<file path="config.mk">
export PLATFORM = sky130hd
export DESIGN_NAME = vga_timing_gen_flat
export DESIGN_NICKNAME = d
export VERILOG_FILES = /design/src/rtl/vga_timing_gen_if.sv /design/src/rtl/vga_timing_gen.sv /design/src/flat_wrapper.sv
export SDC_FILE = /design/constraint.sdc
export NUM_CORES = 1
export LEC_CHECK = 0
export BUFFER_PORTS_ARGS = -buffer_cell sky130_fd_sc_hd__buf_2
export CAP_MARGIN = 20
export CORE_MARGIN = 2
export CORE_UTILIZATION = 30
export DETAILED_ROUTE_END_ITERATION = 12
export HOLD_SLACK_MARGIN = 0.05
export PLACE_DENSITY = 0.58
export SYNTH_ARGS = -nofsm -noshare
export SYNTH_HDL_FRONTEND = slang
export SYNTH_SLANG_ARGS = --single-unit
</file>
<file path="constraint.sdc">
create_clock -name clk_in -period 2 [get_ports clk_in]
set_input_delay 0.3 -clock clk_in [delete_from_list [all_inputs] [get_ports clk_in]]
set_output_delay 0.3 -clock clk_in [all_outputs]
set_load 0.01 [all_outputs]
</file>
<file path="src/rtl/vga_timing_gen_if.sv">
// vga_timing_gen_if: bundles the pixel-source and display-side signals of the VGA timing
// generator.
//   master  - timing generator: takes pix_en/pix_rgb/test_mode, drives counters,
//             pix_req and the registered display outputs.
//   slave   - upstream pixel source / display side (mirror of master).
// Parameters: HCNT_W/VCNT_W counter widths, RGB_W colour width.
interface vga_timing_gen_if #(
   parameter int unsigned HCNT_W = 10,
   parameter int unsigned VCNT_W = 10,
   parameter int unsigned RGB_W  = 12
);
   logic              pix_en;
   logic [RGB_W-1:0]  pix_rgb;
   logic              test_mode;
   logic [HCNT_W-1:0] hcount;
   logic [VCNT_W-1:0] vcount;
   logic              pix_req;
   logic              hsync;
   logic              vsync;
   logic              de;
   logic [RGB_W-1:0]  rgb_out;
   logic              frame_start;

   modport master (
      input  pix_en, pix_rgb, test_mode,
      output hcount, vcount, pix_req, hsync, vsync, de, rgb_out, frame_start
   );

   modport slave (
      output pix_en, pix_rgb, test_mode,
      input  hcount, vcount, pix_req, hsync, vsync, de, rgb_out, frame_start
   );
endinterface

</file>
<file path="src/rtl/vga_timing_gen.sv">
// vga_timing_gen: VGA raster timing generator in the clk_in domain. Horizontal/vertical
// counters advance once per pix_en pulse; the current (hcount, vcount) is decoded into
// registered hsync/vsync/de/rgb_out with one pix_en of latency.
// Ports:
//   clk_in, reset     - clock and synchronous active-high reset
//   vga_io (master)   - pix_en, pix_rgb, test_mode in; hcount, vcount, pix_req (comb),
//                       hsync, vsync, de, rgb_out, frame_start out
// Optional feature: define VGA_TEST_PATTERN_EN to build the 8-bar colour pattern selected
// by test_mode. Without it test_mode is ignored. RGB_W must be a multiple of 3.
module vga_timing_gen #(
   parameter int unsigned H_ACTIVE  = 640,
   parameter int unsigned H_FP      = 16,
   parameter int unsigned H_SYNC    = 96,
   parameter int unsigned H_BP      = 48,
   parameter int unsigned V_ACTIVE  = 480,
   parameter int unsigned V_FP      = 10,
   parameter int unsigned V_SYNC    = 2,
   parameter int unsigned V_BP      = 33,
   parameter bit          HSYNC_POL = 1'b0,
   parameter bit          VSYNC_POL = 1'b0,
   parameter int unsigned RGB_W     = 12
) (
   input logic              clk_in,
   input logic              reset,
   vga_timing_gen_if.master vga_io
);
   localparam int unsigned H_TOTAL  = H_ACTIVE + H_FP + H_SYNC + H_BP;
   localparam int unsigned V_TOTAL  = V_ACTIVE + V_FP + V_SYNC + V_BP;
   localparam int unsigned HCW      = $clog2(H_TOTAL);
   localparam int unsigned VCW      = $clog2(V_TOTAL);
   localparam int unsigned HS_START = H_ACTIVE + H_FP;
   localparam int unsigned HS_END   = HS_START + H_SYNC;
   localparam int unsigned VS_START = V_ACTIVE + V_FP;
   localparam int unsigned VS_END   = VS_START + V_SYNC;

   logic [HCW-1:0]   hcount_q, hcount_d;
   logic [VCW-1:0]   vcount_q, vcount_d;
   logic             hsync_q, hsync_d;
   logic             vsync_q, vsync_d;
   logic             de_q, de_d;
   logic [RGB_W-1:0] rgb_q, rgb_d;
   logic             frame_start_q, frame_start_d;

   logic             pix_req;
   logic             in_hsync, in_vsync;
   logic             line_end, frame_end;
   logic [RGB_W-1:0] pix_colour;

   // Sync windows are compared at 32 bits so an end bound equal to 2**HCW cannot wrap.
   always_comb begin
      pix_req   = (32'(hcount_q) < H_ACTIVE) && (32'(vcount_q) < V_ACTIVE);
      in_hsync  = (32'(hcount_q) >= HS_START) && (32'(hcount_q) < HS_END);
      in_vsync  = (32'(vcount_q) >= VS_START) && (32'(vcount_q) < VS_END);
      line_end  = (hcount_q == HCW'(H_TOTAL - 1));
      frame_end = (vcount_q == VCW'(V_TOTAL - 1));
   end

`ifdef VGA_TEST_PATTERN_EN
   localparam int unsigned BAR_W   = H_ACTIVE / 8;
   localparam int unsigned FIELD_W = RGB_W / 3;

   logic [2:0] bar_idx;
   logic [2:0] bar_rgb;

   // Bar order white, yellow, cyan, green, magenta, red, blue, black as {r,g,b} bits.
   always_comb begin
      bar_idx = 3'(32'(hcount_q) / BAR_W);
      case (bar_idx)
         3'd0:    bar_rgb = 3'b111;
         3'd1:    bar_rgb = 3'b110;
         3'd2:    bar_rgb = 3'b011;
         3'd3:    bar_rgb = 3'b010;
         3'd4:    bar_rgb = 3'b101;
         3'd5:    bar_rgb = 3'b100;
         3'd6:    bar_rgb = 3'b001;
         default: bar_rgb = 3'b000;
      endcase
      if (vga_io.test_mode) begin
         pix_colour = {{FIELD_W{bar_rgb[2]}}, {FIELD_W{bar_rgb[1]}}, {FIELD_W{bar_rgb[0]}}};
      end else begin
         pix_colour = vga_io.pix_rgb;
      end
   end
`else
   logic unused_test_mode;
   assign unused_test_mode = vga_io.test_mode;

   always_comb begin
      pix_colour = vga_io.pix_rgb;
   end
`endif

   always_comb begin
      hcount_d      = hcount_q;
      vcount_d      = vcount_q;
      hsync_d       = hsync_q;
      vsync_d       = vsync_q;
      de_d          = de_q;
      rgb_d         = rgb_q;
      frame_start_d = 1'b0;
      if (vga_io.pix_en) begin
         // Decode the position the counters hold now, then advance.
         de_d          = pix_req;
         hsync_d       = in_hsync ? HSYNC_POL : ~HSYNC_POL;
         vsync_d       = in_vsync ? VSYNC_POL : ~VSYNC_POL;
         rgb_d         = pix_req ? pix_colour : '0;
         frame_start_d = (hcount_q == '0) && (vcount_q == '0);
         if (line_end) begin
            hcount_d = '0;
            vcount_d = frame_end ? '0 : vcount_q + 1'b1;
         end else begin
            hcount_d = hcount_q + 1'b1;
         end
      end
   end

   always_ff @(posedge clk_in) begin
      if (reset) begin
         hcount_q      <= '0;
         vcount_q      <= '0;
         hsync_q       <= ~HSYNC_POL;
         vsync_q       <= ~VSYNC_POL;
         de_q          <= 1'b0;
         rgb_q         <= '0;
         frame_start_q <= 1'b0;
      end else begin
         hcount_q      <= hcount_d;
         vcount_q      <= vcount_d;
         hsync_q       <= hsync_d;
         vsync_q       <= vsync_d;
         de_q          <= de_d;
         rgb_q         <= rgb_d;
         frame_start_q <= frame_start_d;
      end
   end

   assign vga_io.hcount      = hcount_q;
   assign vga_io.vcount      = vcount_q;
   assign vga_io.pix_req     = pix_req;
   assign vga_io.hsync       = hsync_q;
   assign vga_io.vsync       = vsync_q;
   assign vga_io.de          = de_q;
   assign vga_io.rgb_out     = rgb_q;
   assign vga_io.frame_start = frame_start_q;
endmodule

</file>
<file path="src/flat_wrapper.sv">
// flat-port wrapper written by rule: the top's interface ports become plain ports
module vga_timing_gen_flat 
#(
   parameter int unsigned H_ACTIVE  = 640,
   parameter int unsigned H_FP      = 16,
   parameter int unsigned H_SYNC    = 96,
   parameter int unsigned H_BP      = 48,
   parameter int unsigned V_ACTIVE  = 480,
   parameter int unsigned V_FP      = 10,
   parameter int unsigned V_SYNC    = 2,
   parameter int unsigned V_BP      = 33,
   parameter bit          HSYNC_POL = 1'b0,
   parameter bit          VSYNC_POL = 1'b0,
   parameter int unsigned RGB_W     = 12
)
  (clk_in, reset, vga_io_pix_en, vga_io_pix_rgb, vga_io_test_mode, vga_io_hcount, vga_io_vcount, vga_io_pix_req, vga_io_hsync, vga_io_vsync, vga_io_de, vga_io_rgb_out, vga_io_frame_start);
  vga_timing_gen_if #(.HCNT_W(10), .VCNT_W(10), .RGB_W(RGB_W)) vga_io_i ();
  input logic clk_in;
  input logic reset;
  input wire logic [$bits(vga_io_i.pix_en)-1:0] vga_io_pix_en;
  input wire logic [$bits(vga_io_i.pix_rgb)-1:0] vga_io_pix_rgb;
  input wire logic [$bits(vga_io_i.test_mode)-1:0] vga_io_test_mode;
  output wire logic [$bits(vga_io_i.hcount)-1:0] vga_io_hcount;
  output wire logic [$bits(vga_io_i.vcount)-1:0] vga_io_vcount;
  output wire logic [$bits(vga_io_i.pix_req)-1:0] vga_io_pix_req;
  output wire logic [$bits(vga_io_i.hsync)-1:0] vga_io_hsync;
  output wire logic [$bits(vga_io_i.vsync)-1:0] vga_io_vsync;
  output wire logic [$bits(vga_io_i.de)-1:0] vga_io_de;
  output wire logic [$bits(vga_io_i.rgb_out)-1:0] vga_io_rgb_out;
  output wire logic [$bits(vga_io_i.frame_start)-1:0] vga_io_frame_start;
  assign vga_io_i.pix_en = vga_io_pix_en;
  assign vga_io_i.pix_rgb = vga_io_pix_rgb;
  assign vga_io_i.test_mode = vga_io_test_mode;
  assign vga_io_hcount = vga_io_i.hcount;
  assign vga_io_vcount = vga_io_i.vcount;
  assign vga_io_pix_req = vga_io_i.pix_req;
  assign vga_io_hsync = vga_io_i.hsync;
  assign vga_io_vsync = vga_io_i.vsync;
  assign vga_io_de = vga_io_i.de;
  assign vga_io_rgb_out = vga_io_i.rgb_out;
  assign vga_io_frame_start = vga_io_i.frame_start;
  vga_timing_gen #(.H_ACTIVE(H_ACTIVE), .H_FP(H_FP), .H_SYNC(H_SYNC), .H_BP(H_BP), .V_ACTIVE(V_ACTIVE), .V_FP(V_FP), .V_SYNC(V_SYNC), .V_BP(V_BP), .HSYNC_POL(HSYNC_POL), .VSYNC_POL(VSYNC_POL), .RGB_W(RGB_W)) u_core (.clk_in(clk_in), .reset(reset), .vga_io(vga_io_i));
endmodule
</file>
==> flow_summary.toml <==
[run_status]
status = "finished clean"

[logic_synthesis]
synth_cell_types = 37
yosysTopAreaCell = "dfxtp_1"
ys_seq_elements = 36
syn_inst = 166
yosys.area.top_type_share_pct = 46.23
syn-num-nets = 186
ys_warn_count = 0
synth-async-reset-ratio_pct = 0
ys.flop_type = "dfxtp_1"
ys_seq_area_share_pct = 46.23
synth.avg_cell_area_um2 = 9.392
synth_area_leaders = "dfxtp_1 46%, a22o_1 6.7%, nor2_1 4.6%, xor2_1 3.9%, a21oi_1 3.2%"
synth_enable_flop_cells = 0
syn_area_um2 = 1559

[detailed_routing]
drt_iter0_drc = 72
drc = 0
wl_per_cell_um = 12.49
drtPass1Iterations = 4
totalWireLength_um = 3671
drtAntennaViolNets = 0
via_count = 1418
viasPerCell = 4.823

[clock_network]
htreeDepth = 2
post_cts_buffers = 0
cts_root_buffer = "clkbuf_8"
clk_latency_ns = 0.29
cts_tree = "done"
cts_resized = 0
clock_path_buffers = 2
cts_buffers = 5
postCtsHoldBufs = 0
path_clk_slew_ns = 0.08
cts.sinks = 36

[cells_and_area]
multi_input_area_um2 = 798.3
instances_no_fill = 294
final-seq-area_um2 = 720.7
nets = 243
final_core_util_pct = 39.77
fill_cells = 536
final_cell_area_um2 = 2018
area_growth_pct = 29.45
n_antenna_cell = 0
drive_gt1_share_pct = 30.80

[worst_setup_path]
critPathSlowestCell = "or4_1"
crit_cells = 5
rr_worst_depth = 5
critPathTopFamily = "simple AND/OR/NAND/NOR gates"
end_kind = "flop"
crit_required_ns = 2.22
critPathKind = "flop to flop"
startpoint_type = "flop"
crit_chain = "ha_1 -> and4_1 -> nand4_2 -> or4_1 -> a21oi_1"
path_buf_inv = 0
timing.rr.start = "u_core.vga_io.hcount[0]"
worst_r2r_endpoint = "u_core.vga_io.vcount[9]"
cp_slowest_stage_delay_ns = 0.44
regToRegSetupSlack_ns = 0.19
cp_max_fo = 8
crit_arrival_ns = 2.03

[worst_hold_path]
hold_path.class = "input port to flop"
hold_depth = 2
min-delay-start = "vga_io_pix_rgb[10]"
min_to = "u_core.vga_io.rgb_out[10]"

[timing]
rsz0062_at_grt = "false"
setup_viol = 0
maxSlewHeadroom_pct = 40.42
fmax_ghz = 0.5525
period_share_pct = 90.50
finalCriticalPeriod_ns = 1.810
finalClockSkew_ns = 0.007005
hold_viol = 0
tightest_slew_ns = 0.8903
slew_viol_final = 0
setup_tns_ns = 0

[grt]
antenna_found_initial = 0
grt_pass1_vias = 1314
grt_use_total_pct = 13.52
grt_max_degree = 15
grt_pass1_wl_um = 6354
overflow = 0

[floorplan]
io_pins = 53
die-area_um2 = 5789
die_w_um = 76.09
coreArea_um2 = 5075
initial_core_util_pct = 30.72
num_rows = 26
die_h_um = 76.09

[place]
gp_congestion = 0.7732
dp_hpwl_um = 2668
place_area_um2 = 1907
portBuffers = 51
dp_cells = 286

[pwr]
ir_drop_mv = 0.3890
p_leak_uw = 0.0008905
power_uw = 1491
p_per_area_nw_per_um2 = 738.6

[run]
maxCapViolCount = 0
-- worst reg2reg max path: stages, from the launching register on --
cell     delay (ns)
dfxtp_1        0.43
ha_1           0.19
and4_1         0.34
nand4_2        0.21
or4_1          0.44
a21oi_1        0.14
-- layout by cell type, fill, tap and decap left out, types with 2 or more instances in the layout --
cell type / count
buf_2: 51
dfxtp_1: 36
nor2_1: 19
a22o_1: 12
a21oi_1: 10
nand2_1: 9
nand3_1: 9
xor2_1: 7
and3_1: 6
o21ai_0: 5
clkbuf_8: 5
nand4_1: 4
inv_1: 4
o31ai_1: 4
ha_1: 4
buf_4: 4
and4_1: 3
xnor2_1: 3
or4_1: 3
nor3_1: 2
nor4_1: 2
or4b_1: 2
or2_2: 2
or3_1: 2
-- cell families after synthesis --
family | count (synthesis) | share of synthesized area (%)
DFF | 36 | 46.23
xor gates and xnor gates | 10 | 5.618
buffers and inverters | 9 | 2.568
muxes | 1 | 0.6421
and+or+nand+nor | 72 | 26.73
adders and majority gates | 4 | 3.210
AOI/OAI and AO/OA | 34 | 15.01
-- power by group --
group / leakage [uW] / switching [uW] / internal (uW) / total (uW)
registers: 0.000293 / 13.0 / 738 / 751
clock network: 0.0000541 / 267 / 369 / 636
logic: 0.000543 / 53.6 / 50.1 / 104
-- state kept, by name, summed over array words and instances, names as in the netlist --
name                       count
u_core.vga_io.hsync            1
u_core.vga_io.vcount          10
u_core.vga_io.hcount          10
u_core.vga_io.frame_start      1
u_core.vga_io.de               1
u_core.vga_io.rgb_out         12
u_core.vga_io.vsync            1
-- cell usage after synthesis, drive strengths merged (4+ instances only) --
master / number
a21oi: 10
a22o: 12
and3: 6
dfxtp: 36
ha: 4
inv: 4
nand2: 9
nand3: 9
nand4: 6
nor2: 20
o21ai: 5
o31ai: 4
xor2: 7
-- metal layers --
metal	routed length, um	GRT usage, %	up-vias	share of wire (%)
met5	0	0	-	0
met2	1637	20.00	32	45
met1	1848	18.46	663	50
li1	-	-	721	-
met4	27	4.909	0	0.74
met3	159	4.384	2	4.3
-- per-stage QoR --
stage	worst slack, ns	hold WS [ns]
3_3_place_gp	0.2363	0.4300
4_1_cts	0.1839	0.2219
2_1_floorplan	0.3033	0.4326
6_report	0.1901	0.2320
3_5_place_dp	0.2109	0.4380
5_1_grt	0.03057	0.2203
-- area by class of cell --
class	instances	share of cell area (%)
Clock buffer	5	3.410
Clock inverter	3	2.108
Inverter	4	0.7440
Multi-Input combinational cell	121	39.55
Sequential cell	36	35.71
Tap cell	70	4.340
Timing Repair Buffer	55	14.14
-- worst max-delay path by stage --
stage	start	endpoint	slack [ns]
floorplan	u_core.vga_io.hcount[0]	u_core.vga_io.vcount[4]	0.30
global placement	u_core.vga_io.hcount[0]	u_core.vga_io.vcount[9]	0.24
detailed placement	u_core.vga_io.hcount[0]	u_core.vga_io.vcount[9]	0.21
CTS	u_core.vga_io.hcount[0]	u_core.vga_io.vcount[9]	0.18
global route	u_core.vga_io.hcount[0]	u_core.vga_io.vcount[7]	0.03
finish	u_core.vga_io.hcount[0]	u_core.vga_io.vcount[9]	0.19
No activity file was read; power rests on OpenSTA's default activity.
